--- src/rtl/hvac_sequencer.sv ---
// HVAC actuator sequencer. Turns heat/cool demand into heater, compressor
// and fan commands with a fan pre-run, a minimum run time, a fan post-run
// and an anti-short-cycle lockout before the next start.
module hvac_sequencer #(
   parameter int FAN_PRE  = 2,
   parameter int MIN_ON   = 8,
   parameter int FAN_POST = 4,
   parameter int MIN_OFF  = 6,
   parameter int CNT_W    = 8
) (
   input  logic       clk,
   input  logic       rst,
   input  logic       enable,
   input  logic       heat_req,
   input  logic       cool_req,
   output logic       heater_on,
   output logic       compressor_on,
   output logic       fan_on,
   output logic [2:0] state,
   output logic       fault
);

   typedef enum logic [2:0] {
      S_IDLE = 3'd0,
      S_PRE  = 3'd1,
      S_HEAT = 3'd2,
      S_COOL = 3'd3,
      S_POST = 3'd4,
      S_LOCK = 3'd5
   } state_t;

   // Each timed state loads N-1 so that it lasts exactly N cycles.
   localparam logic [CNT_W-1:0] PRE_LD  = CNT_W'(FAN_PRE - 1);
   localparam logic [CNT_W-1:0] ON_LD   = CNT_W'(MIN_ON - 1);
   localparam logic [CNT_W-1:0] POST_LD = CNT_W'(FAN_POST - 1);
   localparam logic [CNT_W-1:0] OFF_LD  = CNT_W'(MIN_OFF - 1);

   state_t           cur;
   state_t           nxt;
   logic [CNT_W-1:0] cnt;
   logic [CNT_W-1:0] load_val;
   logic             load;
   logic             mode_heat;
   logic             mode_set;
   logic             valid;
   logic             cnt_zero;

   // Both demands at once is a monitor fault and is never treated as a request.
   assign valid    = enable & (heat_req ^ cool_req);
   assign cnt_zero = (cnt == '0);

   // State, timer, latched mode and fault flag; reset wins over everything.
   always_ff @(posedge clk) begin
      if (rst) begin
         cur       <= S_IDLE;
         cnt       <= '0;
         mode_heat <= 1'b1;
         fault     <= 1'b0;
      end else begin
         cur   <= nxt;
         fault <= heat_req & cool_req;
         if (load)
            cnt <= load_val;
         else if (!cnt_zero)
            cnt <= cnt - CNT_W'(1);
         if (mode_set)
            mode_heat <= heat_req;
      end
   end

   // Next-state and timer-load decisions.
   always_comb begin
      nxt      = cur;
      load     = 1'b0;
      load_val = '0;
      mode_set = 1'b0;
      case (cur)
         S_IDLE: begin
            if (valid) begin
               nxt      = S_PRE;
               load     = 1'b1;
               load_val = PRE_LD;
               mode_set = 1'b1;
            end
         end
         S_PRE: begin
            // Losing enable aborts straight to the fan post-run; the
            // compressor/heater is never started in that case.
            if (!enable) begin
               nxt      = S_POST;
               load     = 1'b1;
               load_val = POST_LD;
            end else if (cnt_zero) begin
               nxt      = mode_heat ? S_HEAT : S_COOL;
               load     = 1'b1;
               load_val = ON_LD;
            end
         end
         S_HEAT: begin
            if (cnt_zero && (!heat_req || cool_req || !enable)) begin
               nxt      = S_POST;
               load     = 1'b1;
               load_val = POST_LD;
            end
         end
         S_COOL: begin
            if (cnt_zero && (!cool_req || heat_req || !enable)) begin
               nxt      = S_POST;
               load     = 1'b1;
               load_val = POST_LD;
            end
         end
         S_POST: begin
            if (cnt_zero) begin
               nxt      = S_LOCK;
               load     = 1'b1;
               load_val = OFF_LD;
            end
         end
         S_LOCK: begin
            if (cnt_zero)
               nxt = S_IDLE;
         end
         default: nxt = S_IDLE;
      endcase
   end

   // Moore output decode from the registered state only.
   always_comb begin
      heater_on     = (cur == S_HEAT);
      compressor_on = (cur == S_COOL);
      fan_on        = (cur == S_PRE) || (cur == S_HEAT) ||
                      (cur == S_COOL) || (cur == S_POST);
   end

   assign state = cur;

endmodule

--- config.mk ---
export PLATFORM = sky130hd
export DESIGN_NAME = hvac_sequencer
export DESIGN_NICKNAME = d
export VERILOG_FILES = /design/src/rtl/hvac_sequencer.sv
export SDC_FILE = /design/constraint.sdc
export NUM_CORES = 1
export LEC_CHECK = 0
export ABC_CLOCK_PERIOD_IN_PS = 1990
export BUFFER_PORTS_ARGS = -buffer_cell sky130_fd_sc_hd__buf_2
export CAP_MARGIN = 20
export CORE_MARGIN = 3
export CORE_UTILIZATION = 40
export DETAILED_ROUTE_END_ITERATION = 16
export GPL_TIMING_DRIVEN = 1
export PLACE_DENSITY_LB_ADDON = 0.08
export SYNTH_ARGS = -nofsm -noshare
export SYNTH_HDL_FRONTEND = slang
export SYNTH_SLANG_ARGS = --single-unit
--- constraint.sdc ---
create_clock -name clk -period 1.99 [get_ports clk]
set_clock_uncertainty 0.2 [all_clocks]
set_input_delay 0.199 -clock clk [delete_from_list [all_inputs] [get_ports clk]]
set_output_delay 0.199 -clock clk [all_outputs]
set_load 0.05 [all_outputs]
**Yosys cells after proc, flatten, opt, wreduce, memory -nomap -nowiden**

Index checks and enable logic that the tools add are counted.
Widths: inputs -> output; s select.

- Word-level logic and storage cells: 60
- Input port bits: 5
- Flip-flop bits (word level): 13

- Add/subtract/negate cells: 1
- Multiplexer cells: 25
- Bitwise logic cells: 3
- Eq/ne operators: 12
- Reduce and logical (&&, ||, !) cells: 15

Operators with widths:

| operator | count |
|---|---|
| $mux 3 | 10 |
| $pmux 3 s6 | 1 |
| $mux 8 | 2 |
| $pmux 3 s5 | 1 |
| $logic_not 8->1 | 1 |
| $mux 1 | 8 |
| $ne 2x2->1 const B | 4 |
| $sub 8x1->8 const B | 1 |
| $logic_or 1x1->1 | 7 |
| $eq 3x2->1 const B | 2 |
| $eq 3x3->1 const B | 2 |
| $reduce_and 6->1 | 1 |
| $pmux 1 s5 | 1 |
| $mux 2 | 2 |
| $ne 2x1->1 const B | 2 |
| $eq 3x1->1 const B | 1 |
| $logic_not 1->1 | 3 |
| $logic_not 3->1 | 1 |
| $ne 3x3->1 const B | 1 |
| $and 1x1->1 | 2 |
| $logic_and 1x1->1 | 2 |
| $xor 1x1->1 | 1 |

**Depth between registers and ports, before layout**

Gate-level depths: netlist of the first run.

- Depth after elaboration: 7
- Mapped depth: 7
- Depth with buffers taken out: 6

**Least setup slack after synthesis of the first run**

Ideal clock, no wire load.

- Kind: flip-flop to output port
- Start point: register cur[1] (netlist: state[1])
- End point: output port heater_on
- Setup slack: -355 ps
- Buffers on the path: 1
- Cell stages (with the launch flop): 4
- Required time: 1591 ps
- Data arrival time: 1946 ps
- Path through: dfxtp_1 -> clkbuf_1 -> nor2b_1 -> nor2b_1

- Longest elaborated chain between the ends: 1

Ends and longest elaborated chain:

| item | RTL line | source |
|---|---|---|
| start: declaration | 38 | `state_t cur;` |
| start signal: assignment | 60 | `cur <= nxt;` |
| $eq 3x2->1 | 130 | `heater_on = (cur == S_HEAT);` |
| end: declaration | 16 | `output logic heater_on,` |

Every way passes these cells.

**Worst setup path after layout of the first run**

- Start point: register cur[2] (netlist: state[2])
- End point: output port heater_on

Same word-level chain as after synthesis.

==> metrics.md, run 1 <==
| Metric | Value |
|---|---|
| Top cells by count, synth | `dfxtp_1 (13), nand2_1 (9), nor2_1 (9)` |
| Routing usage on met2 | `24.49%` |
| H-tree depth | `1` |
| Clock buffer depth | `2` |
| Mapped Area | `903.4 um2` |
| Synth warnings | `0` |
| Met3 global-route usage | `5.915%` |
| Max-slew headroom | `73.70%` |
| CTS buffer count | `3` |
| Fin worst setup slack | `0.1442 ns` |
| GRT busiest layer | `met2` |
| Post-synthesis mux area share | `5.540%` |
| Fillers | `208` |
| Total Neg Setup Slack | `0 ns` |
| I/O Buffers | `11` |
| Achievable clock frequency | `0.5418 GHz` |
| Final ANT Viol Nets | `0` |
| Most frequent cell after synthesis | `dfxtp_1` |
| Post-detailed-routing wire length | `2004 um` |
| DR vias | `792` |
| Post-layout nets | `137` |
| Status | `complete, no violations` |
| Compound-cell area share of the yosys netlist | `20.08%` |
| Clock Latency Late Sink | `0.28 ns` |
| Min cycle time layout | `1.846 ns` |
| FF/Latch Area | `262.8 um2` |
| Pwr dens | `1797 nW/um2` |
| Asr flop ratio synth | `0%` |
| Pleak | `0.4750 nW` |
| Worst min-delay path class | `in2reg` |
| First-pass GRT wire length | `3415 um` |
| Crit path arrival time | `1.45 ns` |
| Final hold vios | `0` |
| DRT Pass-1 Iters | `4` |
| Top FF cell, synth | `dfxtp_1` |
| Slew Limit Fails | `0` |
| Post-Synth XOR/XNOR Area | `4.848%` |
| Vias in the first global route | `742` |
| Grt total ovfl | `0` |
| Avg Cell Area, Syn | `8.603 um2` |
| Post-synth top area cell | `dfxtp_1` |
| Synth top area share | `28.81%` |
| Root buffer cell | `clkbuf_4` |
| MaxCap Viol Count | `0` |
| Met1 Usage GRT | `22.60%` |
| Seq/Total Area, Yosys | `28.81%` |
| Die Span Y | `53.52 um` |
| Worst-path maximum fanout | `9` |
| Number of flops mapped to enable cells by yosys | `0` |
| Slew @ Worst Pin | `0.3922 ns` |
| Wire length per cell | `13.10 um` |
| Setup WS pre-CTS | `-0.003045 ns` |
| Antenna violations before repair | `0` |
| Tcrit/Tclk final | `92.75%` |
| CP endpoint kind | `output port` |
| Synth Area in Adders | `6.925%` |
| DR iter-0 viols | `24` |
| VDD IR max | `0.0009951 V` |
| Site Rows | `16` |
| Area grow syn2layout | `22.44%` |
| Std-Cell Core Area | `2042 um2` |
| Mapped Nets | `115` |
| Syn Inst Count | `105` |
| Multi-input gate area | `620.6 um2` |
| # DRC | `0` |
| Routability cong. | `0.7795` |
| Data required, critical path | `1.59 ns` |
| #FFs+latches synth | `13` |
| Vias per cell | `5.176` |
| Clock-pin slew on the worst setup and hold paths | `0.08 ns` |
| Unique cell type count in the Yosys netlist | `41` |
| TritonCTS Sinks | `13` |
| Largest family of logic cells by synthesized area | `simple AND/OR/NAND/NOR gates` |
| Crit path launch type | `register` |
| Layout cell share with drive strength beyond 1 | `30.95%` |
| Width of the chip | `53.52 um` |
| Total die area | `2864 um2` |
| Top post-synthesis cells by area | `dfxtp_1 (29%), ha_1 (6.9%), mux2i_1 (5.5%), xnor2_1 (4.8%), nand2_1 (3.7%)` |
| Initial Utilization | `44.24%` |
| IO Count | `12` |
| DP HPWL | `1550 um` |
| CTS tree | `done` |
| Largest net degree at the start of global routing | `10` |
| Inserted Diodes | `0` |
| Final setup viols | `0` |
| GR Util All Layers | `16.44%` |
| Crit Path Class | `reg2out` |
| Simple-gate portion of the synthesized area | `27.84%` |
## kinds of logic (layout without fill, tap and decap cells)
| family | after synthesis | after routing |
|---|---|---|
| flip-flops | 13 | 13 |
| AND/OR/NAND/NOR | 43 | 43 |
| AO/OA/AOI/OAI | 22 | 22 |
| XOR/XNOR | 5 | 5 |
| multiplexers | 5 | 5 |
| buffers and inverters | 12 | 33 |
| adder cells (fa/ha/maj) | 5 | 5 |
## cell usage in the layout (no fill, tap or decap), drive strengths merged, types with 3 or more instances in the layout
cell | netlist | layout
nand2 | 9 | 9
inv | 8 | 8
nor3b | 3 | 3
a21oi | 4 | 4
buf | 3 | 20
nor2 | 9 | 9
or2 | 4 | 4
dfxtp | 13 | 13
clkbuf | 1 | 4
nor2b | 4 | 4
a211oi | 4 | 4
xnor2 | 5 | 5
mux2i | 5 | 5
ha | 5 | 5
## through the flow
stage          std cells  total power, mW  util [%]  cell area (um2)  hold slack, ns
5_1_grt              153            2.170     54.17             1106         0.06822
6_report             153            1.988     54.17             1106         0.06835
3_3_place_gp         148            1.740     51.29             1047          0.2725
3_5_place_dp         148            1.751     51.29             1047          0.2703
2_1_floorplan        105            1.448         -            914.6         0.06807
4_1_cts              153            1.937     53.43             1091         0.05996
## final timing paths
check,from,to,slack (ns),cells after the start
worst max-delay path,state[2]$_SDFFE_PP0P_,heater_on,0.14,3
worst min-delay path,heat_req,mode_heat$_SDFFE_PP1P_,0.07,3
worst max register to register,cnt[1]$_SDFFE_PP0P_,state[0]$_SDFFE_PP0P_,0.15,6
worst min register to register,mode_heat$_SDFFE_PP1P_,mode_heat$_SDFFE_PP1P_,0.31,2
## worst max-delay path, stage by stage (launching register included)
cell and delay (ns):
dfxtp_1 0.39, nor2b_1 0.32, nor2b_2 0.20, buf_2 0.26
## repair_timing
item                                   4_1_cts  5_1_grt
gates resized for setup                      2        4
setup buffers                                0        1
pin swaps                                    0        1
setup endpoints to repair                    2        6
endpoints found under the hold margin        3        0
hold buffers                                 1        0
## cell type report
class,count,share of cell area [%]
Timing Repair Buffer,21,11.99
Tap cell,27,3.054
Multi-Input combinational cell,80,56.11
Sequential cell,13,23.76
Clock buffer,4,2.376
Inverter,8,2.715
## report_power, final
| group | internal [mW] | total [mW] | switching [mW] | leakage, nW |
|---|---|---|---|---|
| Clock | 0.0778 | 0.163 | 0.0851 | 0.0150 |
| Combinational | 0.625 | 1.34 | 0.712 | 0.353 |
| Sequential | 0.358 | 0.488 | 0.130 | 0.107 |
| Total | 1.06 | 1.99 | 0.928 | 0.475 |
## registers in the layout, summed over array words and instances (netlist names)
register / flops
mode_heat: 1
state: 3
fault: 1
cnt: 8
## routing by layer
layer / up-vias / routed length [um] / share of wire, %
met3: 0 / 84 / 4.2
met1: 363 / 1029 / 51
met2: 14 / 890 / 44
met4: 0 / 0 / 0
met5: - / 0 / 0
li1: 415 / - / -
Note: power is estimated with default switching activity, not from simulation.
==> inputs of run 2 (changes only) <==
ABC_AREA = 1   (was not set)
==> run 2 against run 1 <==
Net effect: critical path depth rose by 3; maximum frequency rose by 0.70%; setup slack improved by 0.013 ns; combinational power fell by 7%; first-iteration DRC count fell by 4.2%; flip-flop and latch count did not move; via count rose by 4.7%; routed wire length fell by 3.7%.
==> metrics.md, run 2 <==
| Metric | Value |
|---|---|
| Min cycle time layout | `1.833 ns (was 1.846 ns)` |
| DR iter-0 viols | `23 (was 24)` |
| Fin worst setup slack | `0.1571 ns (was 0.1442 ns)` |
| Data required, critical path | `1.59 ns (about the same)` |
| Pwr dens | `1845 nW/um2 (was 1797 nW/um2)` |
| Slew Limit Fails | `0 (unchanged)` |
| Max-slew headroom | `79.17% (was 73.70%)` |
| Antenna violations before repair | `0 (unchanged)` |
| Std-Cell Core Area | `2022 um2 (was 2042 um2)` |
| Mapped Area | `874.6 um2 (was 903.4 um2)` |
| CP endpoint kind | `output port (unchanged)` |
| Commonest non-fill, non-tap cell in the layout | `nor2_1` |
| #FFs+latches synth | `13 (unchanged)` |
| Final core utilization | `50.19% (was 54.17%)` |
| DRT Pass-1 Iters | `4 (unchanged)` |
| VDD IR max | `0.0009224 V (was 0.0009951 V)` |
| Clock Latency Late Sink | `0.28 ns (about the same)` |
| Total die area | `2784 um2 (was 2864 um2)` |
| Grt total ovfl | `0 (unchanged)` |
| Syn Inst Count | `129 (was 105)` |
| Top cells by count, synth | `nor2_1 (29), nand2_1 (19), inv_1 (18) (was dfxtp_1 (13), nand2_1 (9), nor2_1 (9))` |
| Simple-gate portion of the synthesized area | `41.20% (was 27.84%)` |
| Top FF cell, synth | `dfxtp_1 (unchanged)` |
| Achievable clock frequency | `0.5456 GHz (was 0.5418 GHz)` |
| Post-layout nets | `155 (was 137)` |
| Most frequent cells in the layout | `nor2_1 (27), nand2_1 (19), inv_1 (18), dfxtp_1 (10), buf_2 (10) (was dfxtp_1 (11), buf_2 (11), nor2_1 (9), nand2_1 (9), buf_4 (9))` |
| Final setup viols | `0 (unchanged)` |
| Sw power | `1.011 mW (was 927.6 uW)` |
| IO Count | `12 (unchanged)` |
| Asr flop ratio synth | `0% (unchanged)` |
| Largest Register | `cnt (unchanged)` |
| Most frequent cell after synthesis | `nor2_1 (was dfxtp_1)` |
| CTS tree | `done (unchanged)` |
| Flop pwr share | `23.9% (was 24.5%)` |
| Seq/Total Area, Yosys | `29.76% (was 28.81%)` |
| Crit path arrival time | `1.43 ns (was 1.45 ns)` |
| Slew @ Worst Pin | `0.3091 ns (was 0.3922 ns)` |
| # DRC | `0 (unchanged)` |
| Site Rows | `16 (unchanged)` |
| Mapped Nets | `139 (was 115)` |
| Die Span Y | `52.76 um (was 53.52 um)` |
| Post-synth top area cell | `dfxtp_1 (unchanged)` |
| Wire length per cell | `11.28 um (was 13.10 um)` |
| Post-Synth XOR/XNOR Area | `5.007% (was 4.848%)` |
| Largest net degree at the start of global routing | `13 (was 10)` |
| Setup WS pre-CTS | `0.1639 ns (was -0.003045 ns)` |
| H-tree depth | `1 (unchanged)` |
| First-pass GRT wire length | `3229 um (was 3415 um)` |
| Inserted Diodes | `0 (unchanged)` |
| Routability cong. | `0.8143 (was 0.7795)` |
| Crit path launch type | `register (unchanged)` |
| Post-synthesis mux area share | `0% (was 5.540%)` |
| Final ANT Viol Nets | `0 (unchanged)` |
| Layout Cells excl Fill | `171 (was 153)` |
| Vias in the first global route | `775 (was 742)` |
| Vias per cell | `4.848 (was 5.176)` |
| TritonCTS Sinks | `13 (unchanged)` |
| Clk pwr share | `9.2% (was 8.2%)` |
| Max reg flops | `8 (unchanged)` |
| Synth Area in Adders | `7.153% (was 6.925%)` |
| Worst-path maximum fanout | `5 (was 9)` |
| Post-detailed-routing wire length | `1929 um (was 2004 um)` |
| Initial Utilization | `43.25% (was 44.24%)` |
| GR Util All Layers | `16.10% (was 16.44%)` |
| Unique cell type count in the Yosys netlist | `22 (was 41)` |
| Worst min-delay path class | `in2reg (unchanged)` |
| Synth top area share | `29.76% (was 28.81%)` |
| CTS buffer count | `3 (unchanged)` |
| Crit Path Class | `reg2out (unchanged)` |
| Area grow syn2layout | `16.02% (was 22.44%)` |
| Layout cell share with drive strength beyond 1 | `25.69% (was 30.95%)` |
| DP HPWL | `1535 um (was 1550 um)` |
| Clock-pin slew on the worst setup and hold paths | `0.09 ns (was 0.08 ns)` |
| Status | `complete, no violations (unchanged)` |
| Avg Cell Area, Syn | `6.780 um2 (was 8.603 um2)` |
| Top post-synthesis cells by area | `dfxtp_1 (30%), nor2_1 (12%), nand2_1 (8.2%), inv_1 (7.7%), ha_1 (7.2%) (was dfxtp_1 (29%), ha_1 (6.9%), mux2i_1 (5.5%), xnor2_1 (4.8%), nand2_1 (3.7%))` |
| Synth warnings | `0 (unchanged)` |
| Placed Cells | `166 (was 148)` |
| P_int | `860.5 uW (was 1.060 mW)` |
| Tcrit/Tclk final | `92.11% (was 92.75%)` |
| Final hold vios | `0 (unchanged)` |
| Switching part of the total | `54.03% (was 46.66%)` |
| DR vias | `829 (was 792)` |
| I/O Buffers | `11 (unchanged)` |
| Largest family of logic cells by synthesized area | `simple AND/OR/NAND/NOR gates (unchanged)` |
| Logic gate share of total power | `66.9% (was 67.3%)` |
| Clock buffer depth | `2 (unchanged)` |
| Compound-cell area share of the yosys netlist | `7.868% (was 20.08%)` |
| Setup Fix Bufs, Post-CTS | `0 (unchanged)` |
| MaxCap Viol Count | `0 (unchanged)` |
| Root buffer cell | `clkbuf_4 (unchanged)` |
| Number of flops mapped to enable cells by yosys | `0 (unchanged)` |
| Width of the chip | `52.76 um (was 53.52 um)` |
| Pleak | `0.5072 nW (was 0.4750 nW)` |
[run 2: cell types whose count changed after synthesis, moves of 5 or more]
cell / change
nor2_1: +20
mux2i_1: -5
nand3_1: +5
nand2_2: +9
nand2_1: +10
inv_1: +10
[run 2: stage by stage]
step	TNS (ns)	power, mW	area (um2)	hold WS, ns
after floorplan	0	1.514	893.4	0.05408
after global placement	0	1.675	970.9	0.2478
after detailed placement	0	1.697	970.9	0.2525
after CTS	0	1.877	1007	0.05432
after global routing	-0.005551	2.057	1015	0.05764
final	0	1.872	1015	0.05150
[run 2: power groups by stage]
stage | combinational, mW | clock, mW | sequential, mW
after global placement | 1.22 | 0 | 0.451
after CTS | 1.25 | 0.177 | 0.449
after detailed placement | 1.24 | 0 | 0.454
after floorplan | 1.01 | 0 | 0.509
final | 1.25 | 0.172 | 0.448
after global routing | 1.41 | 0.189 | 0.458
[run 2: layout make-up]
| cell class | instances | area (um2) |
|---|---|---|
| fill | 206 | 1007 |
| multi-input combinational | 97 | 555.5 |
| sequential | 13 | 264.0 |
| timing repair buffer | 12 | 67.56 |
| inverter | 18 | 67.56 |
| tap | 27 | 33.78 |
| clock buffer | 4 | 26.28 |
[run 2: path summary, 6_finish.rpt]
path | startpoint | to | slack [ns] | cells past startpoint
worst max register to register | cnt[0]$_SDFFE_PP0P_ | cnt[2]$_SDFFE_PP0P_ | 0.16 | 11
worst min register to register | mode_heat$_SDFFE_PP1P_ | mode_heat$_SDFFE_PP1P_ | 0.30 | 2
worst min-delay path | heat_req | mode_heat$_SDFFE_PP1P_ | 0.05 | 3
worst max-delay path | state[0]$_SDFFE_PP0P_ | fan_on | 0.16 | 6
[run 2: repair_timing]
action | CTS | global route
hold buffers | 1 | 0
endpoints found under the hold margin | 3 | 0
resized for setup | 0 | 2
setup endpoints to repair | 0 | 2
[run 2: worst max-delay path: stages (launching register included)]
cell      delay [ns]
dfxtp_2         0.36
inv_1           0.13
nand2_1         0.08
nor2_1          0.20
a21oi_1         0.08
nand2_1         0.06
clkbuf_4        0.23
[run 2: routing by layer]
layer  GRT usage [%]  vias up  wire length (um)
li1                -      434                 -
met1           18.49      369               842
met2           27.07       21               967
met3           3.704        5                83
met4           8.936        0                35
met5               0        -                 0
[run 2: cells by family after synthesis]
kind of cell / count (synthesis)
adder cells (fa/ha/maj): 5
buffers and inverters: 19
AND/OR/NAND/NOR: 75
XOR/XNOR: 5
AO/OA/AOI/OAI: 12
flip-flops: 13
